File: config.mk
export PLATFORM = sky130hd
export DESIGN_NAME = pixel_write_sink
export DESIGN_NICKNAME = d
export VERILOG_FILES = /design/src/rtl/pixel_write_sink.sv
export SDC_FILE = /design/constraint.sdc
export NUM_CORES = 1
export LEC_CHECK = 0
export CAP_MARGIN = 20
export CORE_UTILIZATION = 40
export DETAILED_ROUTE_END_ITERATION = 8
export PLACE_DENSITY = 0.59
export SLEW_MARGIN = 10
export SYNTH_ARGS = -nofsm -noshare
export SYNTH_HDL_FRONTEND = slang
export SYNTH_SLANG_ARGS = --single-unit
File: constraint.sdc
create_clock -name clock -period 3.15 [get_ports clock]
set_clock_uncertainty 0.1 [all_clocks]
set_input_delay 0.315 -clock clock [delete_from_list [all_inputs] [get_ports clock]]
set_output_delay 0.315 -clock clock [all_outputs]
set_load 0.02 [all_outputs]
File: src/rtl/pixel_write_sink.sv
// pixel_write_sink: accepts pixel plots, queues them in a FIFO and drives the frame-buffer write port,
// with a hardware full-screen clear that sweeps every address.
module pixel_write_sink #(
    parameter int FIFO_DEPTH = 8,
    parameter int SCREEN_W   = 320,
    parameter int SCREEN_H   = 240,
    parameter int ADDR_W     = 17
) (
    input  logic              clock,
    input  logic              reset,
    input  logic              plot,
    input  logic [8:0]        X,
    input  logic [7:0]        Y,
    input  logic [2:0]        color,
    output logic              ready,
    input  logic              clearScreen,
    input  logic [2:0]        clearColor,
    input  logic              clearOverflow,
    output logic              memWrite,
    output logic [ADDR_W-1:0] memAddr,
    output logic [2:0]        memData,
    output logic              busy,
    output logic              overflow,
    output logic              rangeError,
    output logic [ADDR_W-1:0] pixelCount
);
    localparam int PW = $clog2(FIFO_DEPTH);
    localparam logic [ADDR_W-1:0] W_A = ADDR_W'(SCREEN_W);
    localparam logic [ADDR_W-1:0] H_A = ADDR_W'(SCREEN_H);
    localparam logic [ADDR_W:0] PIXELS = (ADDR_W+1)'(SCREEN_W * SCREEN_H);
    typedef enum logic {IDLE, CLEAR} state_t;
    state_t            state;
    logic [ADDR_W-1:0] fifo_addr [FIFO_DEPTH];
    logic [2:0]        fifo_color [FIFO_DEPTH];
    logic [PW-1:0]     wr_ptr, rd_ptr;
    logic [PW:0]       count;
    // One bit wider than the address so the sweep can step past the last pixel before leaving CLEAR
    logic [ADDR_W:0]   fill;
    logic [2:0]        fill_color;
    logic              in_range, push, pop;
    logic [ADDR_W-1:0] plot_addr;
    always_comb begin
        in_range  = (ADDR_W'(X) < W_A) && (ADDR_W'(Y) < H_A);
        plot_addr = ADDR_W'(Y) * W_A + ADDR_W'(X);
        ready     = (state == IDLE) && (count < (PW+1)'(FIFO_DEPTH));
        push      = plot && ready && in_range && !clearScreen;
        pop       = (state == IDLE) && (count != '0);
        busy      = (state == CLEAR) || (count != '0);
    end
    always_ff @(posedge clock) begin
        if (push) begin
            fifo_addr[wr_ptr]  <= plot_addr;
            fifo_color[wr_ptr] <= color;
        end
    end
    always_ff @(posedge clock or posedge reset) begin
        if (reset) begin
            state      <= IDLE;
            wr_ptr     <= '0;
            rd_ptr     <= '0;
            count      <= '0;
            fill       <= '0;
            fill_color <= '0;
            memWrite   <= 1'b0;
            memAddr    <= '0;
            memData    <= '0;
            overflow   <= 1'b0;
            rangeError <= 1'b0;
            pixelCount <= '0;
        end else begin
            overflow   <= (overflow && !clearOverflow) || (plot && !ready);
            rangeError <= (rangeError && !clearOverflow) || (plot && !in_range);
            if (clearScreen) begin
                state      <= CLEAR;
                fill       <= '0;
                fill_color <= clearColor;
                pixelCount <= '0;
                memWrite   <= 1'b0;
                wr_ptr     <= '0;
                rd_ptr     <= '0;
                count      <= '0;
            end else if (state == CLEAR) begin
                if (fill == PIXELS) begin
                    state    <= IDLE;
                    memWrite <= 1'b0;
                end else begin
                    memWrite <= 1'b1;
                    memAddr  <= fill[ADDR_W-1:0];
                    memData  <= fill_color;
                    fill     <= fill + (ADDR_W+1)'(1);
                end
            end else begin
                memWrite <= pop;
                if (pop) begin
                    memAddr    <= fifo_addr[rd_ptr];
                    memData    <= fifo_color[rd_ptr];
                    rd_ptr     <= rd_ptr + PW'(1);
                    pixelCount <= pixelCount + ADDR_W'(pixelCount != '1);
                end
                if (push)
                    wr_ptr <= wr_ptr + PW'(1);
                count <= count + (PW+1)'(push) - (PW+1)'(pop);
            end
        end
    end
endmodule

==> results.ini, run 1 <==
[run_status]
outcome = finished clean

[die]
core-area_um2 = 25300
rows = 58
dieArea_um2 = 26500
die_w_um = 163
start_util_pct = 41.0
chipHeight_um = 163
ios = 70

[setup_path]
cp_slowest_cell = fa_1
worstRegToRegCells = 10
required_ns = 3.35
path_delay_family = adder cells
cp_max_fo = 8
critPathLaunchType = primary input
worst_path_most_repeated_cell = ha_1
worst_ep_arrival_time_ns = 3.05
cp-end-kind = flip-flop
cp_slowest_stage_delay_ns = 0.43
crit_buf_inv = 1
cp_cell_sequence = clkdlybuf4s50_1 > ha_1 > ha_1 > fa_1 > xor2_1 > o21ai_0 > nor4_1 > nand4_1 > xnor2_2
path_depth = 9
path_class = primary input to flip-flop

[power_and_ir_drop]
cellPowerDensity_nw_per_um2 = 523
p_leak_nw = 4.57
vdd_drop_max_uv = 379

[cts]
post_cts_buffers = 0
cts_hold_buf = 0
ctsResizeCount = 0
clockBufferDepth = 3
clockRootBuffer = clkbuf_16
cts_inserted_buffers = 24
insertion_delay_ns = 0.51
cts_tree = yes
clkSinkCount = 232
path_clk_slew_ns = 0.06
cts-htree-levels = 1

[detailed_routing]
route.detailed.wl_per_inst_um = 18.0
drt_iter0_markers = 458
antenna_left = 0
routed_wl_um = 20600
vias = 6005
drc_errors = 0
viasPerCell = 5.24
drt_first_pass_iters = 4

[global_routing]
grt.overflow.total = 0
grt_use_total_pct = 16.1
antenna_found_initial = 1
grt_pass1_vias = 6120
grt_pass1_wl_um = 33100
grt_max_degree = 48

[logic_synthesis]
syn_inst = 687
synth_top_cell_by_area = edfxtp_1
yosys.area_share.simple_pct = 8.30
synth_area_leaders = edfxtp_1 46%, dfrtp_1 17%, mux4_2 8.7%, ha_1 3.1%, mux2_4 2.8%
synth_compound_area_share_pct = 4.81
async_flop_share_pct = 31.0
synth.distinct_cells = 58
synthAdderAreaFrac_pct = 3.72
yosysTopAreaCellShare_pct = 46.4
synth_area_um2 = 10400
ys.flop_type = edfxtp_1
synth_xor_area_share_pct = 2.79
postSynthNetCount = 744
synth_top_family_by_area = multiplexers
synth_edf_count = 160
ys_ff_latch = 232
syn_avg_cell_area_um2 = 15.1
yosysWarnings = 0
synth.area.mux_share_pct = 14.3
ys_seq_area_share_pct = 63.8

[timing]
timing.hold.ws_ns = 0.160
tightest_slew_ns = 0.736
relSlewSlack_pct = 50.9
slew_violations = 0
max_freq_mhz = 351
rsz0062_at_grt = false
fin_crit_sh_pct = 90.4
final_hold_viol_count = 0
setup_viol = 0
min_period_ns = 2.85

[min_path]
hp-class = primary input to async pin

[placement]
port_buffers = 69
dp.cells = 1102
place_area_um2 = 11800
dp_hpwl_um = 13300
place_congestion = 0.792

[finish]
fin_nets = 855
stdcell_count = 1146
final_cell_area_um2 = 12600
finish.utilization_pct = 49.9
nFillCells = 2125
n_antenna_cell = 0
area_growth_pct = 21.8
drive_gt1_share_pct = 20.8

[flow_run]
maxCapViolCount = 0

[worst reg2reg max path, delay by kind of cell (launching register included)]
| family | cells | cell delay (ns) |
|---|---|---|
| simple gates | 7 | 1.57 |
| xor+xnor | 1 | 0.18 |
| flops | 1 | 0.43 |
| fa+ha+maj | 2 | 0.41 |
[cells in the mapped netlist, drive strengths merged (2+ instances only)]
library cell	number
edfxtp	160
dfrtp	72
nor2	50
nand2	46
mux4	40
o21ai	39
ha	26
inv	25
mux2	24
mux2i	24
a21oi	20
buf	19
xor2	19
nand3	17
xnor2	14
clkbuf	10
nand4	10
or3	10
nor4	7
a211oi	4
nand2b	4
nor2b	4
o31ai	4
or4	4
a21o	3
and2	3
and3	3
and4	3
fa	3
nor3	3
o2111ai	2
o211ai	2
[metal layers]
metal	track usage [%]	vias up	share of wire [%]
met5	0	-	0
met3	2.06	29	4.8
li1	-	2823	-
met1	21.8	3025	45
met2	27.2	128	49
met4	4.46	0	1.8
[layout by cell type (no fill, tap or decap), types with 12 or more instances in the layout]
cell type	synthesis	layout
mux2i_1	24	24
a21oi_1	19	19
nand3_1	16	16
ha_1	26	26
o21ai_0	38	38
clkdlybuf4s50_1	0	68
xor2_1	19	19
dfrtp_1	72	70
nor2_1	49	49
mux4_2	40	40
inv_1	24	23
xnor2_1	14	12
mux2_4	19	19
nand2_1	46	46
clkbuf_16	0	26
edfxtp_1	160	160
buf_4	1	34
[final cells by class]
class,instances,area (um^2),area share [%]
Inverter,25,93.8,0.744
Timing Repair Buffer,114,1160,9.21
Sequential cell,232,6610,52.4
Clock inverter,7,37.5,0.298
Multi-Input combinational cell,401,3540,28.1
Tap cell,330,413,3.27
Clock buffer,37,756,5.99
[flip-flops by register name (all words and copies together) (netlist names), 3 cells and up]
name and cells:
memData 3, pixelCount 17, wr_ptr 3, memAddr 17, fill_color 3, fill 18, fifo_addr 136, count 4
rd_ptr 3, fifo_color 24
[kinds of logic (layout without fill, tap and decap cells)]
family / after synthesis / count (layout)
AO/OA/AOI/OAI: 82 / 82
XOR/XNOR: 33 / 33
adder cells (fa/ha/maj): 29 / 29
buffers and inverters: 54 / 183
flip-flops: 232 / 232
multiplexers: 88 / 88
AND/OR/NAND/NOR: 169 / 169
[stage by stage]
step | total power, W | setup TNS, ns | setup WS (ns)
6_report | 0.00660 | 0 | 0.302
5_1_grt | 0.00683 | 0 | 0.139
4_1_cts | 0.00667 | 0 | 0.192
3_5_place_dp | 0.00388 | -6.99 | -0.361
3_3_place_gp | 0.00386 | -3.01 | -0.159
2_1_floorplan | 0.00366 | 0 | 0.154
[worst paths after layout]
| check | from | to | slack [ns] |
|---|---|---|---|
| worst max-delay path | Y[1] | fifo_addr[4][15]$_DFFE_PP_ | 0.30 |
| max in group asynchronous | reset | memData[0]$_DFFE_PP0P_ | 2.13 |
| worst min register to register | fill_color[2]$_DFFE_PP0P_ | fill_color[2]$_DFFE_PP0P_ | 0.41 |
| worst max register to register | pixelCount[5]$_DFFE_PP0P_ | pixelCount[8]$_DFFE_PP0P_ | 0.33 |
| worst min-delay path | reset | pixelCount[0]$_DFFE_PP0P_ | 0.16 |
| min in group clock | clearScreen | count[1]$_DFFE_PP0P_ | 0.21 |
[power by group]
part           internal [W]  switching [W]
combinational      0.000203       0.000248
clock               0.00165        0.00113
sequential          0.00335      0.0000146
Note: power is estimated with default switching activity, not from simulation.
==> run 2: changes to the inputs <==
CORE_UTILIZATION = 50   (was 40)
GPL_ROUTABILITY_DRIVEN = 0   (was not set)
PLACE_DENSITY = 0.71   (was 0.59)
==> run 2 against run 1 <==
Combinational power is 5.1% lower. Core utilization is 11 points higher. Cell area shrank 1.9%. Routed wire length is 1.5% higher. Non-clock buffer count shrank 9. Critical endpoint is now fifo_addr[1][15]$_DFFE_PP_. Clock power is 7.6% lower. Sequential power barely moved. Highest routed layer unchanged. Critical path depth is the same. Via count is 1.7% higher.
==> results.ini, run 2 (synthesis results as in run 1) <==
[placement]
port_buffers = 69
dp.cells = 1033
dp_hpwl_um = 13500
pre_cts_ws_ns = -0.271
place_area_um2 = 11700

[timing]
rsz0062_at_grt = false
tightest_slew_ns = 0.700
setup-tns-final_ns = 0
fin_crit_sh_pct = 93.5
max_freq_mhz = 340
slew_violations = 0
relSlewSlack_pct = 52.9
fin_ws_ns = 0.205
setup_viol = 0
min_period_ns = 2.95
final_hold_viol_count = 0

[detailed_routing]
vias = 6106
drc_errors = 0
drt_iter0_markers = 399
drt_first_pass_iters = 5
viasPerCell = 5.69
antenna_left = 0
route.detailed.wl_per_inst_um = 19.5
routed_wl_um = 20900

[cts]
cts-htree-levels = 1
cts_tree = yes
clockBufferDepth = 3
cts_hold_buf = 0
cts_inserted_buffers = 24
ctsResizeCount = 0
clkSinkCount = 232
clockRootBuffer = clkbuf_16
post_cts_buffers = 0
path_clk_slew_ns = 0.06
insertion_delay_ns = 0.51

[power_and_ir_drop]
sw_frac_of_total_pct = 21.1
p_int_w = 0.00502
total_power_w = 0.00636
p_seq_share_pct = 52.9
vdd_drop_max_uv = 396
p_switching_w = 0.00134
p_leak_nw = 4.46
pwr-share-comb_pct = 6.7
clock_power_share_pct = 40.3
cellPowerDensity_nw_per_um2 = 514

[setup_path]
critPathLaunchType = primary input
required_ns = 3.28
worst_path_most_repeated_cell = ha_1
cp_max_fo = 8
cp_cell_sequence = clkdlybuf4s50_1 > ha_1 > ha_1 > fa_1 > xor2_1 > o21ai_0 > nor4_1 > nand4_1 > xnor2_1
rrSetupSlack_ns = 0.30
worst_ep_arrival_time_ns = 3.08
cp_slowest_cell = xnor2_1
cp_slowest_stage_delay_ns = 0.51
cp-end-kind = flip-flop
path_class = primary input to flip-flop

[finish]
n_antenna_cell = 0
layout_common_cells = 160 x edfxtp_1, 70 x dfrtp_1, 68 x clkdlybuf4s50_1, 49 x nor2_1, 46 x nand2_1
nFillCells = 1502
final_cell_area_um2 = 12400
drive_gt1_share_pct = 18.9
stdcell_count = 1073
fin_nets = 846
top_register = fifo_addr
largest_register_ffs = 136
reg_top3 = fifo_addr (136), fifo_color (24), fill (18)
final_common_cell = edfxtp_1
area_growth_pct = 19.5

[min_path]
hp-class = primary input to async pin

[run_status]
outcome = finished clean

[global_routing]
grt_use_total_pct = 20.7
grt_pass1_vias = 6566
antenna_found_initial = 0
grt.overflow.total = 0
grt_pass1_wl_um = 34300
grt_max_degree = 52

[die]
die_w_um = 146
ios = 70
rows = 52
start_util_pct = 51.2
core-area_um2 = 20200
chipHeight_um = 146
dieArea_um2 = 21300

[flow_run]
maxCapViolCount = 0

## run 2: changes by cell type in the layout (fill, tap and decap cells not counted), moves of 2 or more
cell | before | now
clkbuf_8 | 6 | 2
clkbuf_1 | 4 | 6
xnor2_2 | 2 | 0
buf_4 | 34 | 25
xnor2_1 | 12 | 14
## run 2: path summary, 6_finish.rpt
kind | cells after the start | endpoint | from
worst min register to register | 1 | memAddr[16]$_DFFE_PP0P_ | memAddr[16]$_DFFE_PP0P_
worst max register to register | 10 | pixelCount[14]$_DFFE_PP0P_ | pixelCount[6]$_DFFE_PP0P_
min in group clock | 3 | wr_ptr[2]$_DFFE_PP0P_ | clearScreen
worst min-delay path | 2 | pixelCount[16]$_DFFE_PP0P_ | reset
worst max-delay path | 9 | fifo_addr[1][15]$_DFFE_PP_ | Y[1]
max in group asynchronous | 3 | state$_DFF_PP0_ | reset
## run 2: metal layers
layer / GRT usage (%) / routed length [um] / vias to the layer above
li1: - / - / 2806
met4: 7.37 / 521 / 0
met5: 0 / 0 / -
met2: 35.4 / 10500 / 148
met1: 27.4 / 9080 / 3109
met3: 2.60 / 782 / 43
## run 2: critical path, delay by kind of cell
| family | cells | cell delay (ns) |
|---|---|---|
| adders and majority gates | 3 | 0.95 |
| xor gates and xnor gates | 2 | 0.77 |
| and+or+nand+nor | 2 | 0.50 |
| buffers and inverters | 1 | 0.42 |
| AOI/OAI and AO/OA | 1 | 0.12 |
## run 2: power by group through the flow
stage               sequential [W]  clock [W]  combinational, W
global route               0.00337    0.00273          0.000475
global placement           0.00343          0          0.000406
floorplan                  0.00344          0          0.000222
CTS                        0.00337    0.00262          0.000431
finish                     0.00337    0.00257          0.000428
detailed placement         0.00343          0          0.000428
## run 2: stage by stage
stage                     util [%]  hold WS (ns)
after floorplan                  -         0.311
after global placement        57.6         0.391
after detailed placement      57.6         0.395
after CTS                     61.1         0.115
after global routing          61.1         0.158
final                         61.1         0.111
## run 2: area by class of cell
class / count / area, um^2 / share of cell area [%]
Inverter: 25 / 93.8 / 0.759
Tap cell: 270 / 338 / 2.73
Timing Repair Buffer: 105 / 1090 / 8.84
Clock buffer: 33 / 676 / 5.46
Multi-Input combinational cell: 401 / 3520 / 28.5
Sequential cell: 232 / 6610 / 53.4
Clock inverter: 7 / 35.0 / 0.283
==> run 3: changes to the inputs <==
CTS_CLUSTER_DIAMETER = 40   (was not set)
==> run 3 against run 2 <==
First-iteration DRC count shrank 16%. Non-clock buffer count is the same. Global-route usage grew 0.25 points. Cell area grew 2.1%. Cell count grew 1.4%. Maximum frequency grew 1.7%. Total power grew 10%. Core utilization grew 1.3 points. Clock-buffer cell count grew 6. Routed wire length grew 1.6%. Critical endpoint is now fifo_addr[4][15]$_DFFE_PP_. Largest cell class unchanged. Highest routed layer unchanged.
==> results.ini, run 3 (synthesis results as in run 1) <==
[run_status]
outcome = finished clean

[cts]
ctsResizeCount = 0
cts_hold_buf = 0
clockRootBuffer = clkbuf_16
post_cts_buffers = 0
clockBufferDepth = 3
cts-htree-levels = 1
cts_inserted_buffers = 30
clkSinkCount = 232
path_clk_slew_ns = 0.06
cts_tree = yes
insertion_delay_ns = 0.54

[timing]
setup-tns-final_ns = 0
tightest_slew_ns = 0.735
relSlewSlack_pct = 50.7
min_period_ns = 2.90
setup_viol = 0
max_freq_mhz = 345
final_hold_viol_count = 0
timing.hold.ws_ns = 0.0844
fin_crit_sh_pct = 92.0
slew_violations = 0
rsz0062_at_grt = false

[setup_path]
critPathLaunchType = primary input
cp_cell_sequence = clkdlybuf4s50_1 > ha_1 > ha_1 > fa_1 > xor2_1 > o21ai_0 > nor4_1 > nand4_1 > xnor2_1
cp_slowest_stage_delay_ns = 0.49
cp_slowest_cell = xnor2_1
worstRegToRegCells = 10
cp-end-kind = flip-flop
required_ns = 3.31
rrSetupSlack_ns = 0.32
path_class = primary input to flip-flop
cp_max_fo = 8
path_delay_family = adder cells
crit_buf_inv = 1
worst_path_most_repeated_cell = ha_1
worst_ep_arrival_time_ns = 3.06
r2r_start = pixelCount[5]$_DFFE_PP0P_
reg2reg_to = pixelCount[14]$_DFFE_PP0P_

[finish]
top_register = fifo_addr
final_common_cell = edfxtp_1
layout_common_cells = 160 x edfxtp_1, 70 x dfrtp_1, 68 x clkdlybuf4s50_1, 49 x nor2_1, 46 x nand2_1
largest_register_ffs = 136
n_antenna_cell = 0
area_growth_pct = 21.9
reg_top3 = fifo_addr (136), fifo_color (24), fill (18)
drive_gt1_share_pct = 20.3
finish.utilization_pct = 62.4
nFillCells = 1471
fin_nets = 852

[die]
chipHeight_um = 146
start_util_pct = 51.2
core-area_um2 = 20200
rows = 52
die_w_um = 146
ios = 70
dieArea_um2 = 21300

[detailed_routing]
route.detailed.wl_per_inst_um = 19.5
antenna_left = 0
vias = 6296
viasPerCell = 5.79
drt_first_pass_iters = 5
drt_iter0_markers = 335
drc_errors = 0
routed_wl_um = 21300

[global_routing]
grt_pass1_vias = 6685
antenna_found_initial = 0
grt_pass1_wl_um = 34800
grt_use_total_pct = 20.9
grt_max_degree = 52
grt.overflow.total = 0

[placement]
port_buffers = 69
dp_hpwl_um = 13500

[power_and_ir_drop]
p_leak_nw = 4.59
cellPowerDensity_nw_per_um2 = 557
p_seq_share_pct = 47.9
pwr-share-comb_pct = 6.2
p_switching_w = 0.00154
p_int_w = 0.00549
sw_frac_of_total_pct = 21.9
clock_power_share_pct = 45.9
vdd_drop_max_uv = 284

[flow_run]
maxCapViolCount = 0

[min_path]
hp-class = primary input to async pin

[run 3: final cells by class]
| type | instances | area (um^2) | share of cell area [%] |
|---|---|---|---|
| flip-flops and latches | 232 | 6610 | 52.4 |
| inverters | 25 | 93.8 | 0.743 |
| clock buffers | 39 | 827 | 6.55 |
| multi-input cells | 401 | 3520 | 27.9 |
| clock inverters | 16 | 138 | 1.09 |
| well taps | 270 | 338 | 2.68 |
| repair buffers | 105 | 1090 | 8.66 |
[run 3: stage by stage]
stage	power [W]	setup WS [ns]	cell area [um^2]	cells
4_1_cts	0.00709	0.291	12600	1088
3_5_place_dp	0.00386	-0.271	11700	1033
3_3_place_gp	0.00383	-0.161	11700	1033
5_1_grt	0.00725	0.0717	12600	1088
2_1_floorplan	0.00366	0.154	10400	687
6_report	0.00703	0.253	12600	1088
[run 3: layer usage]
metal  vias up  global-route usage, %  wire [um]
met5         -                      0          0
met4         0                   7.26        492
met3        38                   2.60       1120
met2       242                   35.8      10700
met1      3188                   27.8       8940
li1       2828                      -          -
[run 3: worst max path at each step]
| stage | slack, ns | cells past startpoint | from | endpoint |
|---|---|---|---|---|
| 2_1_floorplan | 0.15 | 5 | state$_DFF_PP0_ | fifo_addr[2][0]$_DFFE_PP_ |
| 3_3_place_gp | -0.16 | 9 | Y[1] | fifo_addr[4][13]$_DFFE_PP_ |
| 3_5_place_dp | -0.27 | 9 | Y[1] | fifo_addr[7][15]$_DFFE_PP_ |
| 4_1_cts | 0.29 | 10 | pixelCount[6]$_DFFE_PP0P_ | pixelCount[14]$_DFFE_PP0P_ |
| 5_1_grt | 0.07 | 9 | Y[2] | fifo_addr[4][15]$_DFFE_PP_ |
| 6_report | 0.25 | 9 | Y[1] | fifo_addr[4][15]$_DFFE_PP_ |
[run 3: worst register-to-register path, delay by kind of cell (launching register included)]
family / cells / cell delay [ns]
adder cells (fa/ha/maj): 2 / 0.41
XOR/XNOR: 1 / 0.17
flip-flops: 1 / 0.43
AND/OR/NAND/NOR: 7 / 1.56
[run 3: power by group through the flow]
stage / Sequential (W) / Combinational [W] / Clock, W
3_5_place_dp: 0.00343 / 0.000428 / 0
6_report: 0.00337 / 0.000434 / 0.00323
5_1_grt: 0.00337 / 0.000475 / 0.00340
2_1_floorplan: 0.00344 / 0.000222 / 0
3_3_place_gp: 0.00343 / 0.000406 / 0
4_1_cts: 0.00337 / 0.000432 / 0.00329
==> edit 1 (config.mk and constraints of run 3) <==
Put one more register stage on the output `pixelCount`, without a reset. The value now appears one clock later. The other outputs are not delayed to match.
--- a/src/rtl/pixel_write_sink.sv
+++ b/src/rtl/pixel_write_sink.sv
@@ -29,6 +29,8 @@
     localparam logic [ADDR_W-1:0] H_A = ADDR_W'(SCREEN_H);
     localparam logic [ADDR_W:0] PIXELS = (ADDR_W+1)'(SCREEN_W * SCREEN_H);
     typedef enum logic {IDLE, CLEAR} state_t;
+
+    logic [ADDR_W-1:0] pixelCount_s0;
     state_t            state;
     logic [ADDR_W-1:0] fifo_addr [FIFO_DEPTH];
     logic [2:0]        fifo_color [FIFO_DEPTH];
@@ -66,7 +68,7 @@
             memData    <= '0;
             overflow   <= 1'b0;
             rangeError <= 1'b0;
-            pixelCount <= '0;
+            pixelCount_s0 <= '0;
         end else begin
             overflow   <= (overflow && !clearOverflow) || (plot && !ready);
             rangeError <= (rangeError && !clearOverflow) || (plot && !in_range);
@@ -74,7 +76,7 @@
                 state      <= CLEAR;
                 fill       <= '0;
                 fill_color <= clearColor;
-                pixelCount <= '0;
+                pixelCount_s0 <= '0;
                 memWrite   <= 1'b0;
                 wr_ptr     <= '0;
                 rd_ptr     <= '0;
@@ -95,7 +97,7 @@
                     memAddr    <= fifo_addr[rd_ptr];
                     memData    <= fifo_color[rd_ptr];
                     rd_ptr     <= rd_ptr + PW'(1);
-                    pixelCount <= pixelCount + ADDR_W'(pixelCount != '1);
+                    pixelCount_s0 <= pixelCount_s0 + ADDR_W'(pixelCount_s0 != '1);
                 end
                 if (push)
                     wr_ptr <= wr_ptr + PW'(1);
@@ -103,5 +105,9 @@
             end
         end
     end
+    always_ff @(posedge clock) begin
+        pixelCount <= pixelCount_s0;
+    end
+
 endmodule
 
Check against the original RTL: not equivalent (a bounded check fails within 4 cycles, from zero or initial values and one cycle with reset high).
==> edit 1 against run 3 <==
Sequential power up 6.2%; non-clock buffer count up 5; via count up 0.46%; final area up 4.3%; sequential cell count up 17; wire length up 1.9%; setup slack worse by 0.020 ns; area after synthesis up 4.2%; synthesized cell count up 3.1%; die area up 4.2%; power up 6.8%; count of clock-buffer cells in the layout down 8; largest cell class unchanged.
==> edit 1: results (changes against run 3) <==
stage,metric,value,unit,change
pwr,leakage,4.824,nW,+5.1%
final_layout,signal_buffers,110,,+4.8%
synthesis,synth.distinct_cells,61,,+5.2%
placement,dp_hpwl,13.74,mm,+1.7%
synthesis,syn_inst,708,,+3.1%
final_layout,inv_count,21,,-16%
synthesis,ys_async_sr_fraction,0.2892,,-0.02119
global_routing,grt_max_degree,73,,+40%
cts,cts.sinks,249,,+7.3%
routing,drt_iter0_drc,476,,+42%
pwr,max-vdd-ir-drop,0.3920,mV,+38%
final_layout,nonClkBufAreaFrac,0.08500,,-0.001632
worst_setup_path,cpPeakStageDelay,0.47,ns,-0.02 ns
worst_setup_path,r2r-end,count[3],,
outcome,status,"complete, no violations",,
final_layout,multi_input_area,3633,um2,+3.1%
worst_setup_path,critPathArrivalTime,3.09,ns,+0.03 ns
pwr,seq_power,0.00358,W,+6.2%
timing,layout_min_cycle_time,2.917,ns,+0.01987 ns
pwr,powerComb,0.000442,W,+2%
global_routing,grt_antenna_before_repair,1,,+1
final_layout,ff_latch_area,6949,um2,+5.1%
worst_setup_path,r2r_start,count[3],,
synthesis,yosys-top-cells-area,"edfxtp_1 45%, dfrtp_1 17%, mux4_2 8.3%",,
worst_setup_path,cp-endpoint,fifo_addr[1][15],,
-- edit 1: worst min-delay path by stage --
stage	to	slack, ns	cells past startpoint
2_1_floorplan	pixelCount[14]	0.27	0
3_3_place_gp	pixelCount[8]	0.29	0
3_5_place_dp	pixelCount[11]	0.30	0
4_1_cts	wr_ptr[1]	0.02	2
5_1_grt	pixelCount_s0[12]	0.05	2
6_report	fill[2]	0.05	2
-- edit 1: per-layer routing --
layer | routed length, um | track usage
met1 | 9237 | 0.2694
met2 | 10960 | 0.3412
met3 | 977 | 0.03119
met4 | 480 | 0.05969
met5 | 13 | 0
-- edit 1: cells by family after synthesis --
group | count (synthesis) | synth area share
DFF | 249 | 0.6439
and+or+nand+nor | 176 | 0.08581
muxes | 90 | 0.1397
AOI/OAI and AO/OA | 79 | 0.04708
buffers and inverters | 52 | 0.02099
xor gates and xnor gates | 33 | 0.02679
adders and majority gates | 29 | 0.03572
==> edit 2 (flow settings as in run 3) <==
Without the edit above. Change the parameter `ADDR_W` from 17 to 13.
--- a/src/rtl/pixel_write_sink.sv
+++ b/src/rtl/pixel_write_sink.sv
@@ -4,7 +4,7 @@
     parameter int FIFO_DEPTH = 8,
     parameter int SCREEN_W   = 320,
     parameter int SCREEN_H   = 240,
-    parameter int ADDR_W     = 17
+    parameter int ADDR_W     = 13
 ) (
     input  logic              clock,
     input  logic              reset,
Interface: changed (resized memAddr and pixelCount); port bits go from 70 to 62. No check against the original RTL was run, so the function may have changed too.
==> edit 2 against run 3 <==
Wire length is 24% lower; highest routed layer unchanged; power is 27% lower; final area is 22% lower; area after synthesis is 20% lower; sequential cell count is 44 lower; maximum frequency is 2.3% higher; hold slack better by 0.058 ns; critical path depth is 3 higher; count of clock-buffer cells in the layout is 21 lower; largest power group unchanged; setup slack better by 0.064 ns; cell count is 22% lower; first-iteration DRC count is 10% higher.
==> edit 2: results (changes against run 3) <==
stage,metric,value,unit,change
outcome,status,"complete, no violations",,
placement,dp_slack,-0.1699,ns,+0.1014 ns
synthesis,yosys-top-cells-area,"edfxtp_1 46%, dfrtp_1 18%, mux4_2 8.7%",,
global_routing,track_usage,0.2082,,-0.001249
worst_setup_path,r2r-end,pixelCount[12],,
final_layout,drive_gt1_frac,0.1906,,-0.01238
final_layout,fillCellCount,1153,,-22%
cts,clk_latency,0.43,ns,-0.11 ns
final_layout,finalNonFillerCells,851,,-22%
synthesis,syn_inst,545,,-21%
pwr,power.switching,0.001111,W,-28%
routing,dr_total_vias,4843,,-23%
final_layout,multi_input_area,2770,um2,-21%
cts,cts_max_level,4,,+3
cts,cts_buffer_depth,2,,-1
final_layout,nets,676,,-21%
worst_setup_path,cp-endpoint,count[2],,
synthesis,yosysSeqAreaShare,0.6432,,+0.005036
pwr,powerComb,0.000268,W,-38%
pwr,power_frac_seq,0.533,,+0.054
synthesis,synth.distinct_cells,51,,-12%
worst_setup_path,r2r_slack,0.47,ns,+0.15 ns
final_layout,reg_top3,"fifo_addr (104), fifo_color (24), fill (14)",,
placement,dp_hpwl,10.58,mm,-22%
synthesis,synth-edff-count,128,,-20%
worst_setup_path,worst-path-max-fanout,3,,-5
placement,portBuffers,61,,-12%
global_routing,grt_pass1_vias,4745,,-29%
placement,dpl.cell_count,821,,-21%
edit 2: metal layers:
layer	GRT usage	vias up	wire length [um]
met4	0.08249	0	230
li1	-	2232	-
met3	0.03664	17	528
met1	0.2724	2467	7283
met5	0	-	0
met2	0.3473	127	8156
edit 2: cell type report:
class	count	share of cell area
clock inverters	12	0.01545
clock buffers	18	0.04343
well taps	216	0.02735
inverters	25	0.009751
repair buffers	84	0.08256
flip-flops and latches	188	0.5411
multi-input cells	308	0.2804
edit 2: worst max-delay path, stage by stage:
cell and delay [ns]:
clkdlybuf4s50_1 0.44, o21ai_0 0.41, buf_4 0.20, nand4_1 0.10, or2_2 0.29, ha_1 0.27, inv_1 0.04, ha_1 0.20
fa_1 0.38, xor2_1 0.17, nor2_1 0.06, a211oi_1 0.21
edit 2: kinds of logic (layout without fill, tap and decap cells):
| group | after synthesis | after routing | synth area share |
|---|---|---|---|
| simple gates | 115 | 115 | 0.07829 |
| mux | 70 | 70 | 0.1361 |
| compound gates | 74 | 74 | 0.05255 |
| fa+ha+maj | 24 | 24 | 0.03884 |
| flops | 188 | 188 | 0.6432 |
| buf+inv | 49 | 139 | 0.02469 |
| xor+xnor | 25 | 25 | 0.02635 |
edit 2: worst min path at each step:
stage / endpoint / slack (ns) / depth (start not counted)
detailed placement: fill_color[1] / 0.40 / 1
CTS: count[1] / 0.12 / 2
finish: count[1] / 0.14 / 2
global placement: fill_color[1] / 0.39 / 1
floorplan: rangeError / 0.31 / 1
global route: wr_ptr[0] / 0.15 / 2
